File: src/rtl/aes_inv_key_sched.sv
// AES-128 key schedule streamer: walks round keys 10..0 from the round-10 key, one per handshake.
// Defining AES_KEYSCHED_FWD_EN adds a dir input selecting forward expansion (rounds 0..10 from the cipher key).

module aes_sbox (
  input  logic [7:0] in_i,
  output logic [7:0] out_o
);

  function automatic logic [7:0] gfMul(input logic [7:0] a, input logic [7:0] b);
    logic [7:0] acc;
    logic [7:0] aa;
    acc = 8'h00;
    aa  = a;
    for (int i = 0; i < 8; i++) begin
      if (b[i]) acc = acc ^ aa;
      aa = {aa[6:0], 1'b0} ^ (aa[7] ? 8'h1b : 8'h00);
    end
    return acc;
  endfunction

  // Multiplicative inverse as x^254 (maps 0 to 0), then the fixed affine transform.
  function automatic logic [7:0] sboxCalc(input logic [7:0] x);
    logic [7:0] sq;
    logic [7:0] inv;
    logic [7:0] b;
    sq  = x;
    inv = 8'h01;
    for (int i = 1; i < 8; i++) begin
      sq  = gfMul(sq, sq);
      inv = gfMul(inv, sq);
    end
    b = inv;
    return b ^ {b[6:0], b[7]} ^ {b[5:0], b[7:6]} ^ {b[4:0], b[7:5]} ^ {b[3:0], b[7:4]} ^ 8'h63;
  endfunction

  assign out_o = sboxCalc(in_i);

endmodule

module aes_inv_key_sched (
  input  logic         clk,
  input  logic         rst_n,
  input  logic         start,
  input  logic [127:0] key_in,
  input  logic         rk_ready,
`ifdef AES_KEYSCHED_FWD_EN
  input  logic         dir,
`endif
  output logic         rk_valid,
  output logic [127:0] round_key,
  output logic [3:0]   round_idx,
  output logic         busy,
  output logic         done
);

  typedef enum logic [1:0] {
    IDLE = 2'd0,
    EMIT = 2'd1,
    FIN  = 2'd2
  } state_e;

  state_e       state_q, state_d;
  logic [127:0] key_q, key_d;
  logic [3:0]   idx_q, idx_d;
  logic         valid_q, valid_d;
  logic         busy_q, busy_d;
  logic         done_q, done_d;
`ifdef AES_KEYSCHED_FWD_EN
  logic         dir_q, dir_d;
`endif

  function automatic logic [7:0] rcon(input logic [3:0] r);
    logic [7:0] rc;
    case (r)
      4'd1:    rc = 8'h01;
      4'd2:    rc = 8'h02;
      4'd3:    rc = 8'h04;
      4'd4:    rc = 8'h08;
      4'd5:    rc = 8'h10;
      4'd6:    rc = 8'h20;
      4'd7:    rc = 8'h40;
      4'd8:    rc = 8'h80;
      4'd9:    rc = 8'h1b;
      4'd10:   rc = 8'h36;
      default: rc = 8'h00;
    endcase
    return rc;
  endfunction

  logic [31:0] k0, k1, k2, k3;
  logic [31:0] p0, p1, p2, p3;
  logic [31:0] sub_in, sub_rot, sub_out;

  assign k0 = key_q[127:96];
  assign k1 = key_q[95:64];
  assign k2 = key_q[63:32];
  assign k3 = key_q[31:0];

  assign p3 = k3 ^ k2;
  assign p2 = k2 ^ k1;
  assign p1 = k1 ^ k0;

  // Both directions share the four S-boxes; only the word fed to RotWord differs.
`ifdef AES_KEYSCHED_FWD_EN
  assign sub_in = dir_q ? k3 : p3;
`else
  assign sub_in = p3;
`endif
  assign sub_rot = {sub_in[23:0], sub_in[31:24]};

  aes_sbox u_sbox3 (.in_i(sub_rot[31:24]), .out_o(sub_out[31:24]));
  aes_sbox u_sbox2 (.in_i(sub_rot[23:16]), .out_o(sub_out[23:16]));
  aes_sbox u_sbox1 (.in_i(sub_rot[15:8]),  .out_o(sub_out[15:8]));
  aes_sbox u_sbox0 (.in_i(sub_rot[7:0]),   .out_o(sub_out[7:0]));

  assign p0 = k0 ^ sub_out ^ {rcon(idx_q), 24'h0};

  logic [127:0] step_key;
  logic [3:0]   step_idx;
  logic         last_round;

`ifdef AES_KEYSCHED_FWD_EN
  logic [31:0] n0, n1, n2, n3;
  logic [3:0]  idx_inc;

  assign idx_inc = idx_q + 4'd1;
  assign n0 = k0 ^ sub_out ^ {rcon(idx_inc), 24'h0};
  assign n1 = k1 ^ n0;
  assign n2 = k2 ^ n1;
  assign n3 = k3 ^ n2;

  always_comb begin
    step_key   = {p0, p1, p2, p3};
    step_idx   = idx_q - 4'd1;
    last_round = (idx_q == 4'd0);
    if (dir_q) begin
      step_key   = {n0, n1, n2, n3};
      step_idx   = idx_inc;
      last_round = (idx_q == 4'd10);
    end
  end
`else
  always_comb begin
    step_key   = {p0, p1, p2, p3};
    step_idx   = idx_q - 4'd1;
    last_round = (idx_q == 4'd0);
  end
`endif

  always_comb begin
    state_d = state_q;
    key_d   = key_q;
    idx_d   = idx_q;
    valid_d = valid_q;
    busy_d  = busy_q;
    done_d  = 1'b0;
`ifdef AES_KEYSCHED_FWD_EN
    dir_d   = dir_q;
`endif
    case (state_q)
      IDLE: begin
        if (start) begin
          state_d = EMIT;
          key_d   = key_in;
          valid_d = 1'b1;
          busy_d  = 1'b1;
`ifdef AES_KEYSCHED_FWD_EN
          dir_d   = dir;
          idx_d   = dir ? 4'd0 : 4'd10;
`else
          idx_d   = 4'd10;
`endif
        end
      end
      EMIT: begin
        if (rk_ready) begin
          if (last_round) begin
            state_d = FIN;
            valid_d = 1'b0;
            done_d  = 1'b1;
          end else begin
            key_d = step_key;
            idx_d = step_idx;
          end
        end
      end
      FIN: begin
        state_d = IDLE;
        busy_d  = 1'b0;
      end
      default: begin
        state_d = IDLE;
        valid_d = 1'b0;
        busy_d  = 1'b0;
      end
    endcase
  end

  always_ff @(posedge clk or negedge rst_n) begin
    if (!rst_n) begin
      state_q <= IDLE;
      key_q   <= '0;
      idx_q   <= '0;
      valid_q <= 1'b0;
      busy_q  <= 1'b0;
      done_q  <= 1'b0;
`ifdef AES_KEYSCHED_FWD_EN
      dir_q   <= 1'b0;
`endif
    end else begin
      state_q <= state_d;
      key_q   <= key_d;
      idx_q   <= idx_d;
      valid_q <= valid_d;
      busy_q  <= busy_d;
      done_q  <= done_d;
`ifdef AES_KEYSCHED_FWD_EN
      dir_q   <= dir_d;
`endif
    end
  end

  assign rk_valid  = valid_q;
  assign round_key = key_q;
  assign round_idx = idx_q;
  assign busy      = busy_q;
  assign done      = done_q;

endmodule

File: config.mk
export PLATFORM = sky130hd
export DESIGN_NAME = aes_inv_key_sched
export DESIGN_NICKNAME = d
export VERILOG_FILES = /design/src/rtl/aes_inv_key_sched.sv
export SDC_FILE = /design/constraint.sdc
export NUM_CORES = 2
export LEC_CHECK = 0
export BUFFER_PORTS_ARGS = -buffer_cell sky130_fd_sc_hd__buf_2
export CORE_ASPECT_RATIO = 2
export CORE_UTILIZATION = 55
export DETAILED_ROUTE_END_ITERATION = 8
export GPL_TIMING_DRIVEN = 0
export PLACE_DENSITY_LB_ADDON = 0.1
export RECOVER_POWER = 50
export SLEW_MARGIN = 10
export SYNTH_ARGS = -nofsm -noshare
export SYNTH_HDL_FRONTEND = slang
export SYNTH_SLANG_ARGS = --single-unit
File: constraint.sdc
create_clock -name clk -period 14.2 [get_ports clk]
set_input_delay 3.55 -clock clk [delete_from_list [all_inputs] [get_ports clk]]
set_output_delay 3.55 -clock clk [all_outputs]
set_load 0.02 [all_outputs]
==> results.yml <==
clock_tree:
  cts_num_sinks: 137
  cts_buffer_depth: 2
  htreeDepth: 4
  clock_latency_ps: 460
  root_buffer: "clkbuf_16"
  clk_pin_slew_worst_paths_ps: 70
  numCtsBuffers: 17
  cts_tree: "built"
finish:
  drive_above_1_share: 0.3099
  syn2layout_area_growth_pct: 35.66
  postLayoutCoreUtil: 0.7525
  nNetsFinal: 9803
die:
  die_y_um: 483.5
  die_w_um: 242.8
  coreArea_sq_um: 115000
  rows: 176
  dieArea_sq_um: 117400
  io_pins: 267
  start_util: 0.5547
logic_synthesis:
  synth_compound_area_frac: 0.1829
  syn_avg_cell_area_sq_um: 7.519
  synth_top_family_by_area: "XOR/XNOR gates"
  ys_ff_latch: 137
  yosys_warnings: 0
  async_flop_share: 1.000
  syn_area_sq_um: 63760
  synth-edff-count: 0
  syn_inst: 8480
  synth-simple-area-share: 0.1964
  seq_area_frac_synth: 0.05377
  synth_xor_area_frac: 0.4822
  synth.mux.area_fraction: 0.03658
  synth_ff_type: "dfrtp_1"
  ys_types: 125
  synthAdderAreaFrac: 0.004867
  synth_nets: 8636
drt:
  first_pass_iters: 8
  vias: 71860
  via_per_inst: 6.420
  drt_wl_total_mm: 287.4
  antenna_left: 0
  drtIter0Drc: 6023
  routedWlPerCell_um: 25.68
  drc: 0
hold_path:
  hold_class: "reg2reg"
sta:
  setup_viol: 25
  fin_ws_ps: -791.7
  skew_ps: 14.42
  worstMarginPinSlew_ps: 4039
  finalSetupTns_ps: -10040
  rsz0062_at_grt: "true"
  timing.slew.headroom: -1.693
  drv_slew: 140
  fin_crit_sh: 1.056
  hold_viol: 0
  timing.fmax_mhz: 66.70
  fin_crit_ps: 14990
critical_path:
  cp_max_fo: 8
  start_kind: "register"
  max_stage_delay_ps: 710
  required_ps: 14540
  critical_path_arrival_ps: 15340
  critical-path-slowest-cell: "xnor2_2"
  endpoint_kind: "register"
  setup.worst_path.class: "reg2reg"
grt:
  grt.total_usage: 0.4438
  grt_antenna_before_repair: 39
  grt_overflow: 0
  grt_pass1_wl_mm: 404.9
  grt_pass1_vias: 68640
  grt_max_degree: 74
outcome:
  violations: "max-capacitance violations, max-slew violations, negative setup slack"
  status: "finished, violations left"
placed_design:
  post-place-ws_ps: -4993
  dpl.hpwl_mm: 203.3
  io_buffers: 266
  gp_congestion: 1.037
job:
  maxCapViolations: 2
## layout by cell type, fill, tap and decap left out, types with 106 or more instances in the layout
| master | count |
|---|---|
| nor2_1 | 1335 |
| xnor2_1 | 1215 |
| buf_4 | 831 |
| nand2_1 | 775 |
| o21ai_0 | 472 |
| a21oi_1 | 432 |
| xnor2_2 | 381 |
| buf_2 | 260 |
| clkbuf_1 | 252 |
| xor2_1 | 251 |
| xnor2_4 | 239 |
| nand3_1 | 193 |
| xnor3_1 | 184 |
| mux2i_1 | 159 |
| nor3_1 | 157 |
| xnor3_2 | 146 |
| o22ai_1 | 120 |
| dfrtp_1 | 116 |
| buf_6 | 112 |
| a22oi_1 | 106 |
## per-layer routing
metal  track usage  wire length, um  vias to the layer above
li1              -                -                    31400
met1        0.4068            86890                    33920
met3        0.1203            26380                     2059
met5             0              334                        -
met4        0.4146            34060                       44
met2        0.7867           139800                     4442
## worst paths after layout
| path | from | to | slack (ps) | depth (start not counted) |
|---|---|---|---|---|
| setup / recovery | round_key[31] | round_key[103] | -790 | 64 |
| hold / removal | busy | busy | 570 | 2 |
| setup reg to reg | round_key[31] | round_key[103] | -790 | 64 |
| hold reg to reg | busy | busy | 570 | 2 |
| max in group asynchronous | rst_n | round_key[51] | 4200 | 2 |
| min in group asynchronous | rst_n | round_key[8] | 4420 | 1 |
## synthesized netlist by cell type (21+ instances only)
cell type,count,area share
o21ai_1,30,0.0024
xor2_1,399,0.055
xnor3_1,302,0.11
xnor2_2,126,0.032
buf_4,37,0.0044
xnor2_1,1680,0.23
dfrtp_1,137,0.054
nand2b_1,51,0.0050
and2_1,40,0.0039
xor3_1,42,0.016
o221ai_1,22,0.0030
o21ai_0,512,0.040
a32oi_1,21,0.0029
o22ai_1,131,0.013
and3_1,37,0.0036
ha_1,24,0.0047
mux2_2,40,0.0071
nor2b_1,58,0.0057
nand2_1,807,0.048
buf_1,37,0.0022
a21o_1,22,0.0026
xnor3_2,31,0.012
a211oi_1,76,0.0089
nand3_1,199,0.016
mux2i_1,174,0.027
nor3_1,176,0.014
nor2_1,1403,0.083
a221oi_1,32,0.0044
xnor2_4,29,0.013
nand4_1,21,0.0021
a22oi_1,117,0.014
a21oi_1,471,0.037
clkbuf_1,366,0.022
inv_1,84,0.0049
a31oi_1,53,0.0052
buf_2,100,0.0078
xor2_2,38,0.0097
o211ai_1,58,0.0068
nor4_1,21,0.0021
a2bb2oi_1,21,0.0029
or3_1,37,0.0036
or2_2,22,0.0022
## logic make-up (layout without fill, tap and decap cells)
kind of cell / Yosys count / in the layout
and+or+nand+nor: 2942 / 2942
xor gates and xnor gates: 2667 / 2667
AOI/OAI and AO/OA: 1836 / 1836
buffers and inverters: 650 / 1830
muxes: 223 / 223
DFF: 137 / 137
adders and majority gates: 25 / 25
other: 0 / 20
## registers in the layout, summed over array words and instances, names as in the netlist
register   count
round_key    128
round_idx      4
state_q        2
busy           1
done           1
rk_valid       1
## worst max-delay path, delay by kind of cell (launching register included)
| family | cells | cell delay, ps |
|---|---|---|
| DFF | 1 | 470 |
| and+or+nand+nor | 6 | 790 |
| muxes | 4 | 1330 |
| adders and majority gates | 2 | 630 |
| buffers and inverters | 12 | 1690 |
| AOI/OAI and AO/OA | 3 | 380 |
| xor gates and xnor gates | 37 | 9530 |
## through the flow
stage,instance area [sq um],hold WS (ps),instances
6_report,86500,567.6,11190
5_1_grt,86460,584.9,11180
4_1_cts,78280,557.5,10750
3_5_place_dp,67350,548.1,10260
3_3_place_gp,67320,511.2,10260
2_1_floorplan,64090,606.9,8480
## repair_timing
| action | in CTS | in global routing |
|---|---|---|
| setup buffers | 471 | 432 |
| gates resized for setup | 1099 | 1021 |
| hold endpoints to repair | 0 | 0 |
| setup endpoints to repair | 32 | 32 |
| pin swaps | 385 | 511 |
| hold buffers | 0 | 0 |
## final cells by class
cell class | count | area [sq um]
Timing Repair Buffer | 1166 | 9026
Sequential cell | 137 | 3455
Clock inverter | 14 | 128.9
Clock buffer | 18 | 439.2
Antenna cell | 20 | 50.05
Tap cell | 1513 | 1893
Fill cell | 8549 | 28450
Inverter | 103 | 429.2
Buffer | 529 | 3153
Multi-Input combinational cell | 7693 | 67930
Power is left out: the tool's default activity adds up to more than one toggle a clock period on the data nets, which glitch-free logic cannot reach.
